[src/rtl/de2_70_avm_read_xact.sv]
// de2_70_avm_read_xact: single Avalon-MM read handshake with per-transaction timeout
module de2_70_avm_read_xact #(
  parameter int TIMEOUT_CYCLES = 255
) (
  input  logic        clock,
  input  logic        reset,
  input  logic        i_req,
  input  logic        i_wait,
  input  logic        avm_waitrequest,
  input  logic        avm_readdatavalid,
  input  logic [31:0] avm_readdata,
  output logic        o_accept,
  output logic        o_valid,
  output logic        o_err,
  output logic [31:0] o_data
);
  logic [15:0] r_cnt;
  logic        w_active;
  always_comb begin
    w_active = i_req | i_wait;
    o_accept = i_req & ~avm_waitrequest;
    // data is only taken for our own pending read (or a zero-latency accept)
    o_valid  = avm_readdatavalid & (i_wait | o_accept);
    o_err    = w_active & ~o_valid & (r_cnt == 16'(TIMEOUT_CYCLES - 1));
    o_data   = avm_readdata;
  end
  always_ff @(posedge clock or posedge reset)
    if (reset) r_cnt <= '0;
    else r_cnt <= (!w_active || o_valid || o_err) ? '0 : r_cnt + 16'd1;
endmodule

[config.mk]
export PLATFORM = sky130hd
export DESIGN_NAME = de2_70_avm_read_xact
export DESIGN_NICKNAME = d
export VERILOG_FILES = /design/src/rtl/de2_70_avm_read_xact.sv
export SDC_FILE = /design/constraint.sdc
export NUM_CORES = 1
export LEC_CHECK = 0
export CELL_PAD_IN_SITES_DETAIL_PLACEMENT = 1
export CELL_PAD_IN_SITES_GLOBAL_PLACEMENT = 1
export CORE_AREA = 4 4 65 82
export DETAILED_ROUTE_END_ITERATION = 10
export DIE_AREA = 0 0 69 86
export PLACE_DENSITY = 0.78
export SLEW_MARGIN = 20
export SYNTH_ARGS = -nofsm -noshare
export SYNTH_HDL_FRONTEND = slang
export SYNTH_SLANG_ARGS = --single-unit
[constraint.sdc]
create_clock -name clock -period 2 [get_ports clock]
set_input_delay 0.6 -clock clock [delete_from_list [all_inputs] [get_ports clock]]
set_output_delay 0.6 -clock clock [all_outputs]
set_load 0.05 [all_outputs]
After elaboration in Yosys (flattened, before gate mapping). Cells that the tools add are included.

Bits in registers: 16. Word-level logic and storage cells: 15. Input port bits: 38. Output and inout port bits: 35.

Bitwise logic cells: 8. Mux-type cells: 1. Reductions and logical operators: 3. Equality and inequality tests: 1. Add/subtract/negate cells: 1.

Operators with widths (number): $add 16x1->16 const B (1); $eq 16x8->1 const B (1); $mux 16 (1); $and 1x1->1 (4); $logic_or 1x1->1 (2); $not 1->1 (2); $or 1x1->1 (2); $logic_not 1->1 (1).

Depth between registers and ports, before layout. Gate-level depths: netlist of run 1.

Word-level depth: 9. Mapped depth: 7.

Worst setup path before layout of run 1. No wires, ideal clock.

Kind: input to output. From: input port i_req. To: output port o_valid. Slack: -436 ps. Arrival time: 1836 ps. Path buffers: 0. Stages on the path: 2. Data required time: 1400 ps. Path through: nor2b_1 > o21a_1.

Longest elaborated chain between the ends: 3.

RTL lines: start, declared (RTL line 7) `input logic i_req,`; $and 1x1->1 (RTL line 21) `o_accept = i_req & ~avm_waitrequest;`; $or 1x1->1 (RTL line 23) `o_valid = avm_readdatavalid & (i_wait | o_accept);`; $and 1x1->1 (RTL line 23); end, declared (RTL line 13) `output logic o_valid,`.

Every way passes these cells.

Worst setup path in the final report of run 1.
From: register r_cnt[0]. To: output port o_err.

Longest elaborated chain between the ends: 2.

RTL lines: start, declared (RTL line 17) `logic [15:0] r_cnt;`; start signal, assigned (RTL line 29) `else r_cnt <= (!w_active || o_valid || o_err) ? '0 : r_cnt + 16'd1;`; $eq 16x8->1 (RTL line 24) `o_err = w_active & ~o_valid & (r_cnt == 16'(TIMEOUT_CYCLES - 1));`; $and 1x1->1 (RTL line 24); end, declared (RTL line 14) `output logic o_err,`.

Every way passes these cells.

==> run summary, run 1 <==
==============================================================================
Outcome                                                           finished, violations left
Violated checks                                                   setup timing
Ratio of final minimum period to clock period                             106%
CP required                                                            1.40 ns
Static Leak                                                           0.537 nW
Total congestion overflow after global routing                               0
Drt first-iter violations                                                   13
RSZ-0062 raised after global routing                                       yes
Root buffer cell                                                  sky130_fd_sc_hd__clkbuf_8
Routed via count divided by cell count                                    4.28
Number of hold buffers added after CTS                                       0
Final worst clock skew                                             0.000829 ns
Synth cell types                                                            25
Fraction of layout cells with a size suffix above 1                      34.5%
Worst slack on hold paths                                             0.589 ns
Floorplan Core Area                                                 4620 sq um
Final net count                                                            158
Fill cell instance count of the final layout                               547
Total iterations of the first detailed-routing run                           4
Wire length of the first global-routing pass                           3880 um
WS Path Type                                                        reg -> out
Actual slew at the worst max-slew pin                                 0.367 ns
Regs by FF count                                                    r_cnt (16)
Final setup violation count                                                  1
Number of global-route vias before repair                                  845
Smallest setup slack after layout                                    -0.116 ns
Deepest level of the CTS H-tree                                              1
Sort of element at the end of the critical path                   primary output
FF+latch count, synth                                                       16
DRC violation count after routing                                            0
Worst IR Drop VDD                                                     0.152 mV
Post-synthesis instance area                                        1110 sq um
Count of antenna diodes in the layout                                        0
Vertical die dimension                                                   86 um
Initial antenna violation count                                              0
Largest driver fanout on the critical path                                   2
Starting density of the core                                             23.9%
Maximum clock frequency                                                473 MHz
Reg clk slew, reported paths                                           0.06 ns
Wire length per cell                                                   12.4 um
Design Power                                                        0.000689 W
Number of nets produced by synthesis                                       159
HPWL after detailed placement                                          1620 um
Inst Count DP                                                              171
TritonCTS clock tree                                                     built
Via Count                                                                  753
Number of flip-flops under the largest register name                        16
Final Non-Filler Cells                                                     176
Clock latency on the worst-skew pair                                   0.24 ns
Count of clock tree sinks                                                   16
Count of nets left with antenna violations after detail routing              0
Final design instance area without fill                             1290 sq um
Pin count of the biggest net entering global routing                        17
Sequential share of the synthesized area                                 36.2%
Minimum setup slack after placement                                  -0.463 ns
Gate Count Post-Synth                                                      119
Site Rows                                                                   28
Placed cell areas                                                   1200 sq um
Syn_area_per_cell                                                   9.31 sq um
Final Max Slew Viols                                                         0
Count of boundary I/O pins                                                  73
Top reg by flops                                                         r_cnt
Layout Area Growth over Synthesis                                        16.4%
Final wirelength                                                       2180 um
Launching element type of the critical path                           register
Number of buffers on the longest clock path                                  2
Final-report hold violation count                                            0
Slew margin rel.                                                         75.3%
Worst min-delay path class                                          reg -> reg
DIE WIDTH                                                                69 um
Areal power density over the cells                                 535 nW/um^2
Warnings from Yosys                                                          0
CP arrival                                                             1.52 ns
Clock buffer count from CTS                                                  3
Port buffer count                                                            8
Die Outline Area                                                    5930 sq um
Final critical-path required period                                    2.12 ns
Total GRT Usage                                                          8.04%
Max-cap violations                                                           0
Placer Congestion                                                        0.803
==============================================================================
## cell usage in the layout (no fill, tap or decap), drive strengths merged, types with 3 or more instances in the layout
cell and count:
buf 22, nor2 19, dfrtp 16, xnor2 9, nand4 7, xor2 5
inv 5, nor4 4, nand3 4, nand2 3, clkbuf 3, dlygate4sd2 3
## where the power goes
group	switching (W)	leakage, nW	internal [W]	total (W)
clock network	0.000101	0.0216	0.000133	0.000235
logic	0.0000573	0.294	0.0000612	0.000118
registers	0.00000539	0.221	0.000330	0.000336
## final timing paths
check / startpoint / end / slack, ns / cells past startpoint
worst max register to register: r_cnt[0]$_DFF_PP0_ / r_cnt[6]$_DFF_PP0_ / 0.40 / 7
min in group asynchronous: reset / r_cnt[3]$_DFF_PP0_ / 0.66 / 3
worst min-delay path: r_cnt[14]$_DFF_PP0_ / r_cnt[14]$_DFF_PP0_ / 0.59 / 2
worst max-delay path: r_cnt[0]$_DFF_PP0_ / o_err / -0.12 / 6
max in group asynchronous: reset / r_cnt[10]$_DFF_PP0_ / 1.16 / 3
worst min register to register: r_cnt[14]$_DFF_PP0_ / r_cnt[14]$_DFF_PP0_ / 0.59 / 2
## per-stage QoR
stage	util (%)	TNS, ns
4_1_cts	27.5	-0.189
5_1_grt	27.9	-0.196
2_1_floorplan	-	0
3_3_place_gp	25.9	-0.671
3_5_place_dp	25.9	-0.766
6_report	27.9	-0.116
## logic make-up (layout without fill, tap and decap cells)
logic type               Yosys count  count (layout)  share of synthesized area, %
AND/OR/NAND/NOR                   45              45                          23.4
AO/OA/AOI/OAI                      4               4                          2.71
buffers and inverters             38              35                          24.4
XOR/XNOR                          14              14                          11.1
flip-flops                        16              16                          36.2
adder cells (fa/ha/maj)            2               2                          2.26
## area by class of cell
type	count	area (sq um)	share of cell area, %
Multi-Input combinational cell	65	488	37.9
Sequential cell	16	400	31.1
Timing Repair Buffer	27	265	20.6
Tap cell	60	75.1	5.83
Clock buffer	3	41.3	3.20
Inverter	5	18.8	1.46
## repair_timing
item / CTS / global route
setup endpoints to repair: 3 / 2
gates resized for setup: 10 / 5
pin swaps: 3 / 4
gates cloned: 0 / 0
buffers inserted: 2 / 0
## synth_stat cells, drive strengths merged
master	count	share of area [%]
nand4	7	5.3
o21a	1	0.68
nor4	4	2.3
nor4b	1	0.79
nor2	19	7.1
and4	1	0.90
nand2	3	1.0
inv	5	1.7
xor2	5	4.0
nor2b	1	0.57
nor3	2	0.90
o211ai	1	1.1
xnor2	9	7.1
nand3	4	2.3
o21ai	2	0.90
ha	2	2.3
and4bb	1	1.1
or3	1	0.57
dfrtp	16	36
buf	33	23
and3	1	0.57
## metal layers
metal,track usage [%],part of all wire (%)
met1,8.02,37
met4,4.97,2.1
met2,14.7,55
met5,0,0
met3,2.23,5.8
## critical path, cell delays in order (launching register included)
cell and delay (ns):
sky130_fd_sc_hd__dfrtp_1 0.38, sky130_fd_sc_hd__inv_2 0.07, sky130_fd_sc_hd__ha_4 0.11, sky130_fd_sc_hd__nor4b_4 0.17, sky130_fd_sc_hd__nand4_1 0.23, sky130_fd_sc_hd__nor2_4 0.17, sky130_fd_sc_hd__buf_12 0.14
Power figures use the tool's default switching activity.
==> run 2, diff against run 1 <==
ABC_AREA = 1   (was not set)
CORE_AREA = 4 4 68 86   (was 4 4 65 82)
DIE_AREA = 0 0 72 90   (was 0 0 69 86)
PLACE_DENSITY = 0.77   (was 0.78)
==> run summary, run 2 <==
==============================================================================
Final Max Slew Viols                                                         0
Warnings from Yosys                                                          0
Fill cell instance count of the final layout                               613
Starting density of the core                                             24.6%
Total congestion overflow after global routing                               0
Syn_area_per_cell                                                   7.64 sq um
R2R depth                                                                    7
Slew margin rel.                                                         81.9%
Max-cap violations                                                           0
Number of buffers on the longest clock path                                  2
Synth Area in XOR/XNOR                                                   5.70%
Sequential share of the synthesized area                                 32.6%
Final critical-path required period                                    2.00 ns
Final net count                                                            195
Count of antenna diodes in the layout                                        0
TritonCTS clock tree                                                     built
FF+latch count, synth                                                       16
WS Path Type                                                        reg -> out
Count of nets left with antenna violations after detail routing              0
Yosys top cell by area                                            sky130_fd_sc_hd__dfrtp_1
Wire length of the first global-routing pass                           4520 um
Top FF cell, synth                                                sky130_fd_sc_hd__dfrtp_1
Clock buffer count from CTS                                                  3
Drt first-iter violations                                                    9
Pin count of the biggest net entering global routing                        17
CP arrival                                                             1.40 ns
Area occupied by registers                                           402 sq um
Fraction of the mapped netlist area in adder cells                       2.03%
Worst IR Drop VDD                                                     0.368 mV
Number of hold buffers added after CTS                                       0
Utilization after layout                                                 26.6%
Largest driver fanout on the critical path                                   2
Root buffer cell                                                  sky130_fd_sc_hd__clkbuf_8
Top reg by flops                                                         r_cnt
Top-count cell post-synth                                         sky130_fd_sc_hd__buf_4
Final worst clock skew                                              0.00215 ns
Via Count                                                                  883
Routed via count divided by cell count                                    4.11
Share of cell area taken by muxes after synthesis                           0%
Number of global-route vias before repair                                 1054
Compound-cell area share of the yosys netlist                            2.03%
Combined area of the multi-input logic cells                         544 sq um
Deepest level of the CTS H-tree                                              1
Floorplan Core Area                                                 5010 sq um
Placer Congestion                                                        0.706
Site Rows                                                                   29
Launching element type of the critical path                           register
Sum Neg Setup Slack                                                       0 ns
Hold path cells                                                              3
Count of boundary I/O pins                                                  73
Regs by FF count                                                    r_cnt (16)
Areal power density over the cells                                 531 nW/um^2
Setup crit start                                                  r_cnt[0]$_DFF_PP0_
Top library cells by usage in the layout, fill and taps aside     sky130_fd_sc_hd__nand2_1, sky130_fd_sc_hd__nor2_1, sky130_fd_sc_hd__dfrtp_1
Layout Area Growth over Synthesis                                        8.44%
Worst reg2reg path startpoint                                     r_cnt[1]$_DFF_PP0_
Sort of element at the end of the critical path                   primary output
Gate Count Post-Synth                                                      161
Synth cell types                                                            21
EDFF count, synth                                                            0
Final setup violation count                                                  0
Wire length per cell                                                   11.2 um
Ratio of final minimum period to clock period                            99.8%
Simple-Gate Fraction of Synth Area                                       31.3%
Final-report hold violation count                                            0
Static Leak                                                           0.560 nW
Final wirelength                                                       2410 um
Worst min-delay path class                                          reg -> reg
Clock latency on the worst-skew pair                                   0.25 ns
Outcome                                                           complete, no violations
Commonest non-fill, non-tap cell in the layout                    sky130_fd_sc_hd__nand2_1
RSZ-0062 raised after global routing                                       yes
Top post-synthesis cells by count                                 sky130_fd_sc_hd__buf_4, sky130_fd_sc_hd__nand2_1, sky130_fd_sc_hd__nor2_1, sky130_fd_sc_hd__dfrtp_1, sky130_fd_sc_hd__inv_1
Reg clk slew, reported paths                                           0.06 ns
Setup slack, reg-to-reg                                                0.56 ns
Terminating pin of the worst hold path                            r_cnt[15]$_DFF_PP0_
Dominant combinational cell family by area after synthesis        simple AND/OR/NAND/NOR gates
Fraction of layout cells with a size suffix above 1                      35.3%
Post-synthesis instance area                                        1230 sq um
DRC violation count after routing                                            0
DIE WIDTH                                                                72 um
Critical hold path startpoint                                     r_cnt[15]$_DFF_PP0_
Total iterations of the first detailed-routing run                           4
Most area-consuming cells after synthesis                         sky130_fd_sc_hd__dfrtp_1, sky130_fd_sc_hd__buf_4, sky130_fd_sc_hd__nand2_1, sky130_fd_sc_hd__nor2_2, sky130_fd_sc_hd__nor2_1
Port buffer count                                                            8
Initial antenna violation count                                              0
Actual slew at the worst max-slew pin                                 0.271 ns
Number of nets produced by synthesis                                       201
Count of clock tree sinks                                                   16
Maximum clock frequency                                                501 MHz
Die Outline Area                                                    6480 sq um
HPWL after detailed placement                                          1850 um
Area fraction of the dominant cell type after synthesis                  32.6%
Endpoint of the lowest-slack register-to-register path            r_cnt[12]$_DFF_PP0_
Vertical die dimension                                                   90 um
Total GRT Usage                                                          8.55%
FFs w/ async S/R, synth                                                   100%
CP required                                                            1.40 ns
Number of flip-flops under the largest register name                        16
==============================================================================
run 2: changes by cell type after synthesis, sizes merged, moves of 4 or more:
cell   previous run  this run
xnor2             9         3
inv               5        17
nor4              4         0
nor2             19        34
nand2             3        34
nand4             7         3
run 2: layout make-up:
| cell class | count | share of cell area [%] |
|---|---|---|
| clock buffers | 3 | 3.10 |
| well taps | 62 | 5.82 |
| flip-flops and latches | 16 | 30.1 |
| inverters | 17 | 4.78 |
| repair buffers | 22 | 15.4 |
| multi-input cells | 95 | 40.8 |
run 2: worst max-delay path by stage:
| stage | slack [ns] | cells after the start | end |
|---|---|---|---|
| detailed placement | -0.31 | 7 | o_err |
| global placement | -0.26 | 7 | o_err |
| global route | -0.10 | 7 | o_err |
| CTS | 0.0007 | 6 | o_err |
| floorplan | 0.03 | 6 | o_err |
| finish | 0.004 | 7 | o_err |
run 2: cell families after synthesis:
group | count (synthesis)
AO/OA/AOI/OAI | 5
XOR/XNOR | 8
adder cells (fa/ha/maj) | 2
buffers and inverters | 50
flip-flops | 16
AND/OR/NAND/NOR | 80
run 2: worst max-delay path, cell delays in order (launching register included):
cell and delay [ns]:
sky130_fd_sc_hd__dfrtp_1 0.39, sky130_fd_sc_hd__inv_2 0.08, sky130_fd_sc_hd__ha_4 0.13, sky130_fd_sc_hd__nand3_2 0.05, sky130_fd_sc_hd__nor2_2 0.10, sky130_fd_sc_hd__nand2_2 0.08, sky130_fd_sc_hd__nor3_4 0.15, sky130_fd_sc_hd__buf_12 0.16
run 2: power by group:
| part | switching, W | total (W) | internal, W |
|---|---|---|---|
| combinational | 0.0000610 | 0.000119 | 0.0000575 |
| sequential | 0.0000101 | 0.000343 | 0.000333 |
| clock | 0.000114 | 0.000247 | 0.000134 |
run 2: timing repair:
item,4_1_cts,5_1_grt
setup endpoints to repair,3,1
buffers inserted,4,0
pin swaps,8,0
gates resized for setup,20,0
run 2: layer usage:
metal / up-vias / track usage [%] / wire length, um
met3: 9 / 1.23 / 76
li1: 439 / - / -
met1: 426 / 8.87 / 924
met5: - / 0 / 0
met4: 0 / 4.55 / 51
met2: 9 / 16.0 / 1360
run 2: through the flow:
stage	hold WS (ns)	setup WS, ns	cells	total power, W	cell area (sq um)
final	0.537	0.00436	215	0.000709	1330
after global routing	0.593	-0.104	215	0.000748	1330
after CTS	0.539	0.000663	215	0.000718	1330
after detailed placement	0.529	-0.312	208	0.000453	1250
after global placement	0.503	-0.260	208	0.000451	1250
after floorplan	0.471	0.0344	161	0.000582	1240
==> run 3, diff against run 2 <==
RECOVER_POWER = 50   (was not set)
==> run summary, run 3 (synthesis gave the netlist of run 2 again) <==
========================================================================================
Outcome                                                                     complete, no violations
CP arrival                                                                       1.40 ns
Reg clk slew, reported paths                                                     0.06 ns
Inst Count DP                                                                        208
Count of antenna diodes in the layout                                                  0
HPWL after detailed placement                                                    1850 um
WS Path Type                                                                  reg -> out
Count of clock tree sinks                                                             16
Vertical die dimension                                                             90 um
Final Non-Filler Cells                                                               215
Crit path cell chain                                                        inv_2 -> ha_4 -> nand3_2 -> nor2_2 -> nand2_2 -> nor3_4 -> buf_12
Actual slew at the worst max-slew pin                                           0.930 ns
Commonest non-fill, non-tap cell in the layout                              sky130_fd_sc_hd__nand2_1
Routed via count divided by cell count                                              4.11
Minimum setup slack after placement                                            -0.312 ns
Number of flip-flops under the largest register name                                  16
Worst min-delay path class                                                    reg -> reg
Fill cell instance count of the final layout                                         615
Number of buffers on the longest clock path                                            2
Worst IR Drop VDD                                                               0.368 mV
Slew margin rel.                                                                   38.0%
Deepest level of the CTS H-tree                                                        1
Fraction of layout cells with a size suffix above 1                                34.6%
Total iterations of the first detailed-routing run                                     4
Static Leak                                                                     0.557 nW
Met3 wirelength from detailed routing                                              76 um
Final critical-path required period                                              2.00 ns
Final net count                                                                      195
Final wirelength                                                                 2410 um
Combined area of the multi-input logic cells                                   544 sq um
Final worst clock skew                                                        0.00204 ns
Smallest setup slack after layout                                             0.00452 ns
Top library cells by usage in the layout, fill and taps aside               sky130_fd_sc_hd__nand2_1, sky130_fd_sc_hd__nor2_1, sky130_fd_sc_hd__dfrtp_1
TritonCTS clock tree                                                               built
Maximum clock frequency                                                          501 MHz
Sort of element at the end of the critical path                             primary output
Pin count of the biggest net entering global routing                                  17
Regs by FF count                                                              r_cnt (16)
Worst reg2reg path startpoint                                               r_cnt[1]$_DFF_PP0_
Total GRT Usage                                                                    8.55%
Final Max Slew Viols                                                                   0
Total met2 wirelength after detailed routing                                     1360 um
Clock latency on the worst-skew pair                                             0.25 ns
Areal power density over the cells                                           532 nW/um^2
Setup crit start                                                            r_cnt[0]$_DFF_PP0_
Wire length per cell                                                             11.2 um
DRC violation count after routing                                                      0
Largest driver fanout on the critical path                                             2
Root buffer cell                                                            sky130_fd_sc_hd__clkbuf_8
Final setup violation count                                                            0
Port buffer count                                                                      8
Met1 routed wirelength after detailed routing                                     924 um
Wire length of the first global-routing pass                                     4520 um
Count of boundary I/O pins                                                            73
Launching element type of the critical path                                     register
Number of hold buffers added after CTS                                                 0
Ratio of final minimum period to clock period                                      99.8%
CP Buf/Inv Count                                                                       2
Critical hold path startpoint                                               r_cnt[15]$_DFF_PP0_
Initial antenna violation count                                                        0
Highest routing layer actually used                                                 met4
Top reg by flops                                                                   r_cnt
Site Rows                                                                             29
Drt first-iter violations                                                             10
Placer Congestion                                                                  0.706
Number of global-route vias before repair                                           1054
Die Outline Area                                                              6480 sq um
Starting density of the core                                                       24.6%
Via Count                                                                            883
Floorplan Core Area                                                           5010 sq um
RSZ-0062 raised after global routing                                                 yes
Max-cap violations                                                                     0
Delay of the slowest critical-path stage                                         0.39 ns
DIE WIDTH                                                                          72 um
Final-report hold violation count                                                      0
Clock buffer count from CTS                                                            3
Layout Area Growth over Synthesis                                                  8.14%
Count of nets left with antenna violations after detail routing                        0
Slowest stage cell on the critical path                                     sky130_fd_sc_hd__dfrtp_1
Total congestion overflow after global routing                                         0
Category of cells accounting for the largest share of critical-path delay     flip-flops
Area occupied by registers                                                     402 sq um
CP required                                                                      1.40 ns
========================================================================================
[run 3: cell count changes in the layout (fill, tap and decap cells not counted)]
cell / change
sky130_fd_sc_hd__clkbuf_1: +1
sky130_fd_sc_hd__buf_4: -1
sky130_fd_sc_hd__dlygate4sd3_1: +1
sky130_fd_sc_hd__clkdlybuf4s50_1: -1
[run 3: repair_timing]
action,4_1_cts,5_1_grt
buffers inserted,4,0
pin swaps,8,0
gates resized for setup,20,0
setup endpoints to repair,3,1
[run 3: path summary, 6_finish.rpt]
path	to	slack, ns	cells after the start
worst max-delay path	o_err	0.005	7
worst min-delay path	r_cnt[15]$_DFF_PP0_	0.54	3
worst max register to register	r_cnt[12]$_DFF_PP0_	0.56	7
worst min register to register	r_cnt[15]$_DFF_PP0_	0.54	3
max in group asynchronous	r_cnt[2]$_DFF_PP0_	0.31	3
min in group asynchronous	r_cnt[6]$_DFF_PP0_	1.06	3
[run 3: cell type report]
type                            count  area share [%]
Tap cell                           62            5.83
Timing Repair Buffer               22            15.1
Inverter                           17            4.80
Clock buffer                        3            3.10
Multi-Input combinational cell     95            40.9
Sequential cell                    16            30.2
[run 3: worst reg2reg max path, delay by kind of cell, from the launching register on]
kind	cells	cell delay (ns)
and+or+nand+nor	5	0.59
buffers and inverters	1	0.15
adders and majority gates	1	0.19
DFF	1	0.40
[run 3: through the flow]
step	TNS [ns]	util (%)	power, W	cell area (sq um)	hold slack, ns
floorplan	0	-	0.000582	1240	0.471
global placement	-0.578	24.9	0.000451	1250	0.503
detailed placement	-0.958	24.9	0.000453	1250	0.529
CTS	0	26.6	0.000718	1330	0.539
global route	-0.104	26.6	0.000747	1330	0.593
finish	0	26.6	0.000707	1330	0.537
[run 3: power by group]
part	switching (W)	leakage, nW	internal, W
clock	0.000113	0.0216	0.000134
sequential	0.0000101	0.219	0.000333
combinational	0.0000610	0.316	0.0000562
[run 3: per-layer routing]
layer | GRT usage (%) | vias to the layer above
met5 | 0 | -
met4 | 4.55 | 0
met3 | 1.23 | 9
met2 | 16.0 | 9
met1 | 8.87 | 426
li1 | - | 439
